`src/rtl/conv_matrix_engine_pkg.sv`:
```
// Shared types and helpers for the binary convolution engine.
package conv_pkg;

  typedef enum logic [1:0] {
    LOAD,
    FULL,
    CONV,
    DONE
  } conv_state_t;

  // Width that holds a popcount of 0..ksize*ksize exactly.
  function automatic int popcount_w(input int ksize);
    return $clog2(ksize * ksize + 1);
  endfunction

endpackage

```
`src/rtl/conv_matrix_engine_if.sv`:
```
// Result stream of the convolution engine: valid/ready plus data and position.
interface conv_matrix_engine_if
  import conv_pkg::*;
#(
  parameter int IMG_W = 6,
  parameter int IMG_H = 6,
  parameter int KSIZE = 3
);
  localparam int OUT_W = popcount_w(KSIZE);
  localparam int ROW_W = (IMG_H > 1) ? $clog2(IMG_H) : 1;
  localparam int COL_W = (IMG_W > 1) ? $clog2(IMG_W) : 1;

  logic             out_valid;
  logic             out_ready;
  logic [OUT_W-1:0] out_data;
  logic [ROW_W-1:0] out_row;
  logic [COL_W-1:0] out_col;

  modport master (output out_valid, out_data, out_row, out_col, input out_ready);
  modport slave  (input out_valid, out_data, out_row, out_col, output out_ready);
endinterface

```
`src/rtl/conv_matrix_engine_window_popcount.sv`:
```
// Combinational window extract + popcount at position (r_i, c_i).
// CONV_XNOR_EN selects XNOR similarity instead of AND.
module conv_window_popcount
  import conv_pkg::*;
#(
  parameter  int IMG_W = 6,
  parameter  int IMG_H = 6,
  parameter  int KSIZE = 3,
  localparam int OUT_W = popcount_w(KSIZE),
  localparam int ROW_W = (IMG_H > 1) ? $clog2(IMG_H) : 1,
  localparam int COL_W = (IMG_W > 1) ? $clog2(IMG_W) : 1
) (
  input  logic [IMG_H-1:0][IMG_W-1:0] image_i,
  input  logic [ROW_W-1:0]            r_i,
  input  logic [COL_W-1:0]            c_i,
  input  logic [KSIZE*KSIZE-1:0]      kernel_i,
  output logic [OUT_W-1:0]            count_o
);

  logic [ROW_W-1:0] ri;
  logic [COL_W-1:0] ci;
  logic             pix;
  logic             wt;

  always_comb begin
    count_o = '0;
    ri      = '0;
    ci      = '0;
    pix     = 1'b0;
    wt      = 1'b0;
    for (int i = 0; i < KSIZE; i++) begin
      ri = r_i + ROW_W'(i);
      for (int j = 0; j < KSIZE; j++) begin
        ci  = c_i + COL_W'(j);
        pix = image_i[ri][ci];
        wt  = kernel_i[i*KSIZE+j];
`ifdef CONV_XNOR_EN
        count_o = count_o + OUT_W'(~(pix ^ wt));
`else
        count_o = count_o + OUT_W'(pix & wt);
`endif
      end
    end
  end

endmodule

```
`src/rtl/conv_matrix_engine.sv`:
```
// Binary image convolution engine: row loader, FSM, raster position counters.
// Build with CONV_XNOR_EN defined for XNOR-popcount results.
module conv_matrix_engine
  import conv_pkg::*;
#(
  parameter  int IMG_W = 6,
  parameter  int IMG_H = 6,
  parameter  int KSIZE = 3,
  localparam int ROW_W = (IMG_H > 1) ? $clog2(IMG_H) : 1,
  localparam int COL_W = (IMG_W > 1) ? $clog2(IMG_W) : 1,
  localparam int CNT_W = $clog2(IMG_H + 1)
) (
  input  logic                   clk,
  input  logic                   rst,
  input  logic [IMG_W-1:0]       row_data,
  input  logic                   row_strobe,
  input  logic [KSIZE*KSIZE-1:0] kernel,
  input  logic                   start,
  input  logic                   clear,
  conv_matrix_engine_if.master   out_if,
  output logic [CNT_W-1:0]       row_count,
  output logic                   busy,
  output logic                   done
);

  localparam int OUT_W = popcount_w(KSIZE);
  localparam logic [ROW_W-1:0] R_LAST  = ROW_W'(IMG_H - KSIZE);
  localparam logic [COL_W-1:0] C_LAST  = COL_W'(IMG_W - KSIZE);
  localparam logic [CNT_W-1:0] ROW_FIN = CNT_W'(IMG_H - 1);

  conv_state_t                 state_q, state_d;
  logic [CNT_W-1:0]            row_count_q, row_count_d;
  logic [ROW_W-1:0]            r_q, r_d;
  logic [COL_W-1:0]            c_q, c_d;
  logic [KSIZE*KSIZE-1:0]      kernel_q, kernel_d;
  logic                        strobe_q;
  logic                        strobe_edge;
  logic                        img_we;
  logic [IMG_H-1:0][IMG_W-1:0] image_q;
  logic [OUT_W-1:0]            pc_count;

  assign strobe_edge = row_strobe & ~strobe_q;

  always_comb begin
    // NOTE: every target gets a default before the case so no path can infer a latch.
    state_d     = state_q;
    row_count_d = row_count_q;
    r_d         = r_q;
    c_d         = c_q;
    kernel_d    = kernel_q;
    img_we      = 1'b0;
    unique case (state_q)
      LOAD: begin
        if (strobe_edge) begin
          img_we      = 1'b1;
          row_count_d = row_count_q + CNT_W'(1);
          if (row_count_q == ROW_FIN) state_d = FULL;
        end
      end
      FULL: begin
        if (start) begin
          kernel_d = kernel;
          r_d      = '0;
          c_d      = '0;
          state_d  = CONV;
        end
      end
      CONV: begin
        if (out_if.out_ready) begin
          if (c_q == C_LAST) begin
            c_d = '0;
            if (r_q == R_LAST) begin
              r_d     = '0;
              state_d = DONE;
            end else begin
              r_d = r_q + ROW_W'(1);
            end
          end else begin
            c_d = c_q + COL_W'(1);
          end
        end
      end
      DONE: begin
        state_d     = LOAD;
        row_count_d = '0;
      end
      default: state_d = LOAD;
    endcase
    // Abort has priority over start and strobe edges in the same cycle.
    if (clear) begin
      state_d     = LOAD;
      row_count_d = '0;
      r_d         = '0;
      c_d         = '0;
      img_we      = 1'b0;
    end
  end

  always_ff @(posedge clk or posedge rst) begin
    if (rst) begin
      state_q     <= LOAD;
      row_count_q <= '0;
      r_q         <= '0;
      c_q         <= '0;
      kernel_q    <= '0;
      strobe_q    <= 1'b0;
      // NOTE: the image is architecturally cleared by reset, so this storage is reset unlike a plain RAM.
      image_q     <= '0;
    end else begin
      // NOTE: non-blocking assignments keep every flop sampling pre-edge values.
      state_q     <= state_d;
      row_count_q <= row_count_d;
      r_q         <= r_d;
      c_q         <= c_d;
      kernel_q    <= kernel_d;
      strobe_q    <= row_strobe;
      if (img_we) image_q[row_count_q[ROW_W-1:0]] <= row_data;
    end
  end

  conv_window_popcount #(
    .IMG_W (IMG_W),
    .IMG_H (IMG_H),
    .KSIZE (KSIZE)
  ) u_window (
    .image_i  (image_q),
    .r_i      (r_q),
    .c_i      (c_q),
    .kernel_i (kernel_q),
    .count_o  (pc_count)
  );

  // Result is a pure function of registered state, so it is stable during back-pressure.
  assign out_if.out_valid = (state_q == CONV);
  assign out_if.out_data  = (state_q == CONV) ? pc_count : '0;
  assign out_if.out_row   = r_q;
  assign out_if.out_col   = c_q;
  assign row_count        = row_count_q;
  assign busy             = (state_q == CONV);
  assign done             = (state_q == DONE);

endmodule

```
`src/flat_wrapper.sv`:
```
// flat-port wrapper written by rule: the top's interface ports become plain ports
module conv_matrix_engine_flat import conv_pkg::*;
#(
  parameter  int IMG_W = 6,
  parameter  int IMG_H = 6,
  parameter  int KSIZE = 3,
  localparam int ROW_W = (IMG_H > 1) ? $clog2(IMG_H) : 1,
  localparam int COL_W = (IMG_W > 1) ? $clog2(IMG_W) : 1,
  localparam int CNT_W = $clog2(IMG_H + 1)
)
  (clk, rst, row_data, row_strobe, kernel, start, clear, row_count, busy, done, out_if_out_valid, out_if_out_data, out_if_out_row, out_if_out_col, out_if_out_ready);
  conv_matrix_engine_if #(.IMG_W(IMG_W), .IMG_H(IMG_H), .KSIZE(KSIZE)) out_if_i ();
  input  logic clk;
  input  logic rst;
  input  logic [IMG_W-1:0] row_data;
  input  logic row_strobe;
  input  logic [KSIZE*KSIZE-1:0] kernel;
  input  logic start;
  input  logic clear;
  output logic [CNT_W-1:0] row_count;
  output logic busy;
  output logic done;
  output wire logic [$bits(out_if_i.out_valid)-1:0] out_if_out_valid;
  output wire logic [$bits(out_if_i.out_data)-1:0] out_if_out_data;
  output wire logic [$bits(out_if_i.out_row)-1:0] out_if_out_row;
  output wire logic [$bits(out_if_i.out_col)-1:0] out_if_out_col;
  input wire logic [$bits(out_if_i.out_ready)-1:0] out_if_out_ready;
  assign out_if_out_valid = out_if_i.out_valid;
  assign out_if_out_data = out_if_i.out_data;
  assign out_if_out_row = out_if_i.out_row;
  assign out_if_out_col = out_if_i.out_col;
  assign out_if_i.out_ready = out_if_out_ready;
  conv_matrix_engine #(.IMG_W(IMG_W), .IMG_H(IMG_H), .KSIZE(KSIZE)) u_core (.clk(clk), .rst(rst), .row_data(row_data), .row_strobe(row_strobe), .kernel(kernel), .start(start), .clear(clear), .out_if(out_if_i), .row_count(row_count), .busy(busy), .done(done));
endmodule
```
`config.mk`:
```
export PLATFORM = sky130hd
export DESIGN_NAME = conv_matrix_engine_flat
export DESIGN_NICKNAME = d
export VERILOG_FILES = /design/src/rtl/conv_matrix_engine_pkg.sv /design/src/rtl/conv_matrix_engine_if.sv /design/src/rtl/conv_matrix_engine_window_popcount.sv /design/src/rtl/conv_matrix_engine.sv /design/src/flat_wrapper.sv
export SDC_FILE = /design/constraint.sdc
export NUM_CORES = 1
export LEC_CHECK = 0
export BUFFER_PORTS_ARGS = -buffer_cell sky130_fd_sc_hd__buf_4
export CAP_MARGIN = 20
export CORE_MARGIN = 1
export CORE_UTILIZATION = 55
export CTS_CLUSTER_SIZE = 16
export DETAILED_ROUTE_END_ITERATION = 12
export GPL_TIMING_DRIVEN = 0
export PLACE_DENSITY_LB_ADDON = 0.15
export SLEW_MARGIN = 20
export SYNTH_ARGS = -nofsm -noshare
export SYNTH_HDL_FRONTEND = slang
export SYNTH_SLANG_ARGS = --single-unit
```
`constraint.sdc`:
```
create_clock -name clk -period 9.7 [get_ports clk]
set_clock_uncertainty 0.2 [all_clocks]
set_input_delay 2.425 -clock clk [delete_from_list [all_inputs] [get_ports clk]]
set_output_delay 2.425 -clock clk [all_outputs]
set_load 0.02 [all_outputs]
```
==> flow_results.org, run 1 <==
** Outcome
- The flow ran to the end, and the final reports show no timing, DRC or antenna violations.

** Clock network
- CTS built an H-tree with a depth of 3.
- Counting every sink on the clock net gives 57.
- Post-CTS Resized :: 0
- Clock-pin slew reported for the worst setup and hold paths after clock tree synthesis :: 0.07 ns
- In this run the clock root is driven by a sky130_fd_sc_hd__clkbuf_8.
- Counting along the longest clock path gives a buffer depth of 2.
- CTS hold repair buffers :: 0
- Clock latency at the later pin of the worst-skew pair :: 0.35 ns
- CTS tree :: yes
- Total clock buffers created by CTS :: 9
- Setup repair bufs after CTS :: 0

** Worst setup path
- Length in cells of the worst reg-to-reg path :: 6
- At the worst endpoint, the arrival time is 6.26 ns.
- At the worst endpoint, the required time is roughly 7 ns.
- The worst setup path is launched from a flop.
- In this run the worst setup path begins at u_core.out_if.out_row[2].
- Kind of capture point of the worst setup path :: primary output
- In this run the worst path has a maximum fanout of 10.
- In this run the critical register-to-register path is captured at u_core.image_q[13].
- Startpoint of the most critical register-to-register path :: u_core.state_q[0]
- CP Class :: flop to primary output
- For flop-to-flop paths, the worst setup slack is 7.06 ns.

** Floorplan
- Die footprint :: 7515 um^2
- Vertical extent of the die :: 86.69 um
- In this run the count of I/O pins placed on the die edge is 37.
- In this run the horizontal extent of the chip is 86.69 um.
- The total area inside the core boundary comes to 6869 um^2.
- Starting density of the core :: between 50% and 60%
- FP Rows :: 30

** Timing
- Worst-Margin Slew :: 0.7651 ns
- Slew headroom :: 48.99%
- Summed over all failing endpoints, the final setup total negative slack is 0 ns.
- Crit share post-route :: 91.64%
- The count of endpoints failing hold in the final timing report is 0.
- The max-slew violation total from the final report is 0.
- Static timing analysis puts the maximum clock frequency at 0.1125 GHz.
- Final critical path time including I/O delays and setup :: 8.889 ns
- Setup repair after global routing missed its margin :: false
- Setup violations remaining at the end of the flow were counted as 0.

** Synthesis
- Averaged over all synthesized cells, the footprint is 11.71 um^2.
- Commonest cells post-synth :: sky130_fd_sc_hd__mux2_2, sky130_fd_sc_hd__dfrtp_1, sky130_fd_sc_hd__nand2_1, sky130_fd_sc_hd__mux4_2, sky130_fd_sc_hd__inv_1
- sky130_fd_sc_hd__mux2_2 is the most common cell in the netlist.
- Summed over all instances, the cell type with the most area after synthesis is sky130_fd_sc_hd__dfrtp_1.
- Number of standard cells after synthesis :: between 300 and 400
- Mapped cell area :: 3945 um^2
- Number of warnings issued by yosys :: 0
- Main flop type after synthesis :: sky130_fd_sc_hd__dfrtp_1
- Synthesis instantiated 51 different standard cells from the library.
- Number of synthesized flops with an enable pin :: 0
- Sequential cells were found to cover between 30 and 40% of the synthesized design area.
- FFs w/ async S/R, synth :: 100.0%
- Number of nets produced by synthesis :: about 380
- Proportion of netlist area held by the largest area contributor :: 36.16%
- Main area contributors after synthesis :: sky130_fd_sc_hd__dfrtp_1, sky130_fd_sc_hd__mux2_2, sky130_fd_sc_hd__mux4_2, sky130_fd_sc_hd__ha_1, sky130_fd_sc_hd__fa_1
- After synthesis the netlist holds a flip-flop and latch count of 57.

** Route
- In this run the top signal layer used is met4.
- The first detailed-routing pass ran for 5 iterations.
- The final layout contains routed wiring with a total length of approximately 9700 um.
- The routed layout has 3063 vias.
- After the first detailed-routing iteration, the DRC count stood at 276.
- For this block, wires on met1 add up to 4237 um.
- Vias per cell :: 6.315
- In the final routed layout, each cell accounts on average for 19.91 um.
- After detailed routing, the number of remaining DRC violations is 0.
- Once detail routing completed, the nets flagged for antenna violations numbered 0.
- DR WL met2 :: 4611 um
- Met3 layer wire length in the routed design :: roughly 570 um

** Pwr
- The worst-case IR drop observed on VDD is 0.1306 mV.
- Proportion of power drawn by combinational gates :: between 40% and 50%
- In this run the static leakage power is 2.034 nW.
- The analysis attributes to net switching a power of 0.0003546 W.
- Of the total power, registers draw 35.4%.
- Clock share of power :: 23.9%
- Power spread over the standard cell area amounts to ~210 nW/um^2.
- Internal cell power :: 0.0006100 W
- Of the total power, the share spent switching nets is 36.76%.

** Global routing
- Initial antenna violation count :: 0
- Summed over all layers, the global routing overflow is 0.
- Vias in the first global route :: 3002
- Pin count of the biggest net entering global routing :: 58
- Overall track demand over capacity in global routing :: 27.75%
- First-pass GRT wire length :: 15480 um

** Worst hold path
- Counting instances, the worst hold path has a depth of 1.
- The path class of the tightest hold or removal check is flop to flop.
- The startpoint identified for the worst hold timing path is u_core.kernel_q[0].
- Endpoint with the worst hold slack :: u_core.kernel_q[0]

** Finish
- Layout Nets :: 425
- Synthesis-to-finish area growth :: 14.91%
- 0 antenna diodes ended up in the layout.
- Post-layout util :: 65.99%
- The post-route netlist has 40.10% of its cells at a drive strength greater than 1.

** Run
- Maximum Capacitance Violations :: 0

** Placement
- Number of I/O port buffers :: 36
- Post-detail-place hpwl :: 6999 um
- At the end of routability-driven placement, the weighted congestion stood at ~0.95.
-- per-layer routing --
layer	global-route usage [%]	vias to the layer above
met4	11.52	0
met1	37.48	1544
li1	-	1373
met3	5.714	24
met5	0	-
met2	43.80	122
-- final cells by class --
type                            instances  area (um^2)
Timing Repair Buffer                   36        270.3
Sequential cell                        57         1426
Clock buffer                           10        127.6
Tap cell                               96        120.1
Clock inverter                          6        67.56
Buffer                                 13        66.31
Fill cell                             551         2336
Multi-Input combinational cell        250         2389
Inverter                               17        66.31
-- per-stage QoR --
stage	power [W]	setup slack (ns)	hold slack, ns	cell area, um^2	std cells
5_1_grt	0.001024	0.5695	0.3304	4533	485
4_1_cts	0.0009627	0.9146	0.3142	4533	485
2_1_floorplan	0.0006227	2.101	0.2727	3945	337
3_3_place_gp	0.0007161	1.445	0.2982	4335	469
3_5_place_dp	0.0007325	1.323	0.2980	4338	469
6_report	0.0009646	0.8107	0.3134	4533	485
-- worst max-delay path, cell delays in order, from the launching register on --
cell and delay [ns]:
sky130_fd_sc_hd__dfrtp_1 0.51, sky130_fd_sc_hd__buf_2 0.33, sky130_fd_sc_hd__buf_2 0.33, sky130_fd_sc_hd__inv_1 0.07, sky130_fd_sc_hd__ha_1 0.33, sky130_fd_sc_hd__and2_0 0.31, sky130_fd_sc_hd__a222oi_1 0.76, sky130_fd_sc_hd__mux4_2 0.38
sky130_fd_sc_hd__nand2_1 0.05, sky130_fd_sc_hd__nand3_1 0.09, sky130_fd_sc_hd__fa_1 0.45, sky130_fd_sc_hd__fa_1 0.53, sky130_fd_sc_hd__fa_1 0.54, sky130_fd_sc_hd__fa_1 0.40, sky130_fd_sc_hd__inv_1 0.10, sky130_fd_sc_hd__fa_1 0.39
sky130_fd_sc_hd__and2_1 0.16, sky130_fd_sc_hd__buf_4 0.15
-- state kept, by name (all words and copies together), names as in the netlist --
signal	count
u_core.kernel_q	9
u_core.out_if.out_col	3
u_core.strobe_q	1
u_core.state_q	2
u_core.image_q	36
u_core.out_if.out_row	3
u_core.row_count	3
-- worst max path at each step --
stage,endpoint,slack (ns),cells past startpoint
final,out_if_out_data[1],0.81,17
after global routing,out_if_out_data[1],0.57,17
after CTS,out_if_out_data[1],0.91,17
after detailed placement,out_if_out_data[1],1.32,17
after global placement,out_if_out_data[1],1.44,17
after floorplan,out_if_out_data[1],2.10,16
-- cells by family after synthesis --
kind of cell             after synthesis  synth area share [%]
AO/OA/AOI/OAI                         51                 9.832
AND/OR/NAND/NOR                       80                 10.37
buffers and inverters                 30                 3.298
adder cells (fa/ha/maj)               20                 7.295
multiplexers                          98                 32.83
XOR/XNOR                               1                0.2221
flip-flops                            57                 36.16
-- power groups by stage --
| stage | clock [W] | combinational, W | sequential (W) |
|---|---|---|---|
| after floorplan | 0 | 0.000297 | 0.000326 |
| after global placement | 0 | 0.000375 | 0.000341 |
| after detailed placement | 0 | 0.000388 | 0.000345 |
| after CTS | 0.000230 | 0.000392 | 0.000341 |
| after global routing | 0.000242 | 0.000433 | 0.000348 |
| final | 0.000231 | 0.000392 | 0.000341 |
-- layout by cell type (no fill, tap or decap), drive strengths merged, types with 6 or more instances in the layout --
cell type	count
mux2	71
dfrtp	57
buf	44
nand2	24
mux4	18
inv	18
ha	15
clkbuf	15
nor2	14
mux2i	9
o21ai	9
nand3	8
a21oi	7
nor3	7
a222oi	6
Note: power is estimated with default switching activity, not from simulation.
==> run 2, diff against run 1 <==
--- a/config.mk
+++ b/config.mk
@@ -5,12 +5,12 @@
 export SDC_FILE = /design/constraint.sdc
 export NUM_CORES = 1
 export LEC_CHECK = 0
-export BUFFER_PORTS_ARGS = -buffer_cell sky130_fd_sc_hd__buf_4
 export CAP_MARGIN = 20
 export CORE_MARGIN = 1
 export CORE_UTILIZATION = 55
 export CTS_CLUSTER_SIZE = 16
 export DETAILED_ROUTE_END_ITERATION = 12
+export DONT_BUFFER_PORTS = 1
 export GPL_TIMING_DRIVEN = 0
 export PLACE_DENSITY_LB_ADDON = 0.15
 export SLEW_MARGIN = 20
==> run 2 against run 1 <==
Effect of this change:
- maximum frequency increased by 0.76%
- count of clock-buffer cells in the layout up 2
- via count decreased by 7.1%
- first-iteration DRC count shrank 5.8%
- hold slack about the same
- power shrank 2.4%
- flip-flop and latch count unchanged
- global-route usage fell by 0.88 points
- sequential share of layout area grew 1.9 points
- clock power hardly changed
- largest cell class unchanged
- highest routed layer unchanged
==> flow_results.org, run 2 (same netlist as run 1, synthesis figures left out) <==
** Worst setup path
- The critical path buffer and inverter count is 4 (-1).
- STA classifies the critical path endpoint as a primary output.
- FF-to-FF End :: u_core.image_q[27]
- The data arrival time of the worst path came to 6.20 ns (-0.06 ns).
- Worst-case register-to-register setup slack :: 7.05 ns (about the same)
- In this design, the critical path's most frequently occurring cell is sky130_fd_sc_hd__fa_1.
- The critical path goes through buf_2 -> buf_2 -> inv_1 -> ha_1 -> and2_0 -> a222oi_1 -> mux4_2 -> nand2_1 -> nand3_1 -> fa_1 -> fa_1 -> fa_1 -> fa_1 -> inv_1 -> fa_1 -> and2_1.
- Broken down by cell family, the worst path's largest delay share belongs to adder cells.
- Delay of the slowest cell on the worst path :: 0.72 ns (-0.04 ns)
- The instance count on the critical path was 16 (-1).
- Master of the slowest instance on the critical path :: sky130_fd_sc_hd__a222oi_1
- The number of cells on the worst reg-to-reg path was 6 (unchanged).
- Startpoint type of the worst setup path :: flop
- The worst register-to-register path begins at u_core.state_q[0].
- Startpoint of the worst setup timing path :: u_core.out_if.out_row[2]
- The maximum fanout encountered on the critical timing path came to 10 (unchanged).
- CP Class :: flop to primary output
- Data required time of the worst path :: 7.08 ns (about the same)

** Timing
- The final critical delay including setup and external delays is 8.822 ns (-0.06712 ns).
- Worst-Margin Slew :: 0.7251 ns (-0.04002 ns)
- Slew headroom :: 51.66% (+2.7 points)
- The count of endpoints failing hold in the final timing report came to 0 (unchanged).
- The ratio of final minimum period to clock period was 90.95% (-0.69 points).
- The total negative slack came to 0 ns (unchanged).
- The final setup violation count was 0 (unchanged).
- Setup repair after global routing missed its margin :: false
- Number of slew-limit violations in the final report :: 0 (unchanged)
- The upper clock frequency limit is 0.1134 GHz (+0.76%).

** Outcome
- Run status :: completed

** Finish
- Largest registers :: u_core.image_q x36, u_core.kernel_q x9
- The area of all sequential standard cells came to 1426 um^2 (unchanged).
- The top cell types in the final layout, fill and taps aside, are sky130_fd_sc_hd__mux2_2, sky130_fd_sc_hd__dfrtp_1, sky130_fd_sc_hd__nand2_1.
- The final core area utilization is 62.22% (-3.8 points).
- Count of fill cells added during filler insertion :: 555 (+0.73%)
- Most common cell after layout, fill and taps aside :: sky130_fd_sc_hd__mux2_2
- More flip-flops sit in one register than any other, and that register is u_core.image_q.
- Max FFs per register :: 36 (unchanged)
- Synthesis-to-finish area growth :: 8.341%
- The net total in the final layout came to 389 (-8.5%).
- The number of diodes was 0 (unchanged).
- The total area of multi-input combinational cells was 2389 um^2 (unchanged).
- The fraction of layout instances using a drive strength above 1 was 33.99% (-6.1 points).

** Worst hold path
- Critical hold path startpoint :: u_core.kernel_q[3]
- Endpoint with the worst hold slack :: u_core.kernel_q[3]
- Worst hold path type :: flop to flop
- Number of cells traversed by the worst hold path :: 1 (unchanged)

** Route
- The number of nets still failing antenna checks after routing was 0 (unchanged).
- The count of routing violations after the opening detailed-route iteration was 260 (-5.8%).
- The DRC violation count after routing was 0 (unchanged).
- Routed via count :: 2844 (-7.1%)
- Number of detailed-route iterations in the first pass :: 4 (-1)
- The via density per instance came to 6.334 (+0.29%).
- Aggregate routed wire length :: 9227 um (-4.5%)
- The average wire per standard cell is 20.55 um (+3.2%).

** Floorplan
- The width of the die came to 86.69 um (unchanged).
- The die span in y came to 86.69 um (unchanged).
- Number of placed I/O pins :: 37 (unchanged)
- The full die area came to 7515 um^2 (unchanged).
- Core box area :: 6869 um^2 (unchanged)
- The effective utilization at floorplan is 57.43% (unchanged).
- The number of placement rows is 30 (unchanged).

** Clock network
- Setup repair bufs after CTS :: 0 (unchanged)
- Htree depth :: 3 (unchanged)
- The clock-pin slew reported for the worst setup and hold paths after clock tree synthesis is 0.07 ns (about the same).
- Clock latency at the later pin of the worst-skew pair :: 0.35 ns (about the same)
- CTS hold repair buffers :: 0 (unchanged)
- Library cell used as clock root buffer :: sky130_fd_sc_hd__clkbuf_8
- The number of buffers inserted during clock tree synthesis is 9 (unchanged).
- Max clock buf depth :: 2 (unchanged)
- CTS tree :: yes
- Post-CTS Resized :: 0 (unchanged)
- The number of clock sinks is 57 (unchanged).

** Global routing
- The global-route wire length before repair is 14920 um (-3.6%).
- Met1 Use GR :: 37.74% (+0.27 points)
- The number of global-route vias before repair came to 2843 (-5.3%).
- Pin count of the biggest net entering global routing :: 58 (unchanged)
- The global router's overall resource usage came to 26.87% (-0.88 points).
- Initial antenna violation count :: 0 (unchanged)
- Most heavily used metal layer in global routing :: met2
- Met2 track demand over resource :: 40.26% (-3.5 points)
- Met3 GRT Util :: 7.714% (+2.0 points)
- Final global-route overflow total :: 0 (unchanged)

** Pwr
- Areal power density over the cells :: 220.2 nW/um^2 (+3.5%)
- Static Leakage :: 1.861 nW (-8.5%)
- The maximum vdd ir drop came to 0.1112 mV (-15%).
- Internal cell power :: 0.0006056 W (-0.73%)
- The power after layout came to 0.0009411 W (-2.4%).
- Part of the power in registers :: 36.4% (+1.0 points)
- The clock power share was 24.8% (+0.9 points).
- Sw Share :: 35.65% (-1.1 points)
- Switching power :: 0.0003356 W (-5.4%)
- The fraction of power consumed by combinational cells was 38.8% (-1.9 points).

** Run
- The number of max-cap violations is 0 (unchanged).

** Placement
- Post-detail-place hpwl :: 6837 um (-2.3%)
- Weighted congestion at the end of routability-driven global placement :: 0.9558 (+0.98%)
- The count of buffers from port buffering is 0 (-100%).
[run 2: power groups by stage]
stage / combinational (W) / sequential (W) / clock (W)
after floorplan: 0.000297 / 0.000326 / 0
after global placement: 0.000352 / 0.000343 / 0
after detailed placement: 0.000360 / 0.000346 / 0
after CTS: 0.000365 / 0.000342 / 0.000238
after global routing: 0.000406 / 0.000349 / 0.000249
final: 0.000365 / 0.000343 / 0.000233
[run 2: final cells by class]
cell class              count  area share, %
well taps                  96          2.810
inverters                  17          1.552
flip-flops and latches     57          33.37
plain buffers              13          1.552
clock buffers              12          3.630
multi-input cells         250          55.88
clock inverters             4          1.200
[run 2: worst max path at each step]
| stage | endpoint | slack (ns) |
|---|---|---|
| after floorplan | out_if_out_data[1] | 2.10 |
| after global placement | out_if_out_data[1] | 1.42 |
| after detailed placement | out_if_out_data[1] | 1.38 |
| after CTS | out_if_out_data[1] | 0.94 |
| after global routing | out_if_out_data[1] | 0.66 |
| final | out_if_out_data[1] | 0.88 |
[run 2: through the flow]
step	hold WS [ns]	setup WS [ns]	cells	cell area, um^2
finish	0.3133	0.8778	449	4274
global route	0.3296	0.6562	449	4274
CTS	0.3179	0.9358	449	4274
detailed placement	0.3033	1.379	433	4068
global placement	0.2981	1.423	433	4065
floorplan	0.2727	2.101	337	3945
[run 2: metal layers]
| metal | wire length (um) | vias to the layer above |
|---|---|---|
| met5 | 0 | - |
| met4 | 155 | 0 |
| met3 | 524 | 12 |
| met2 | 4241 | 76 |
| met1 | 4306 | 1446 |
| li1 | - | 1310 |
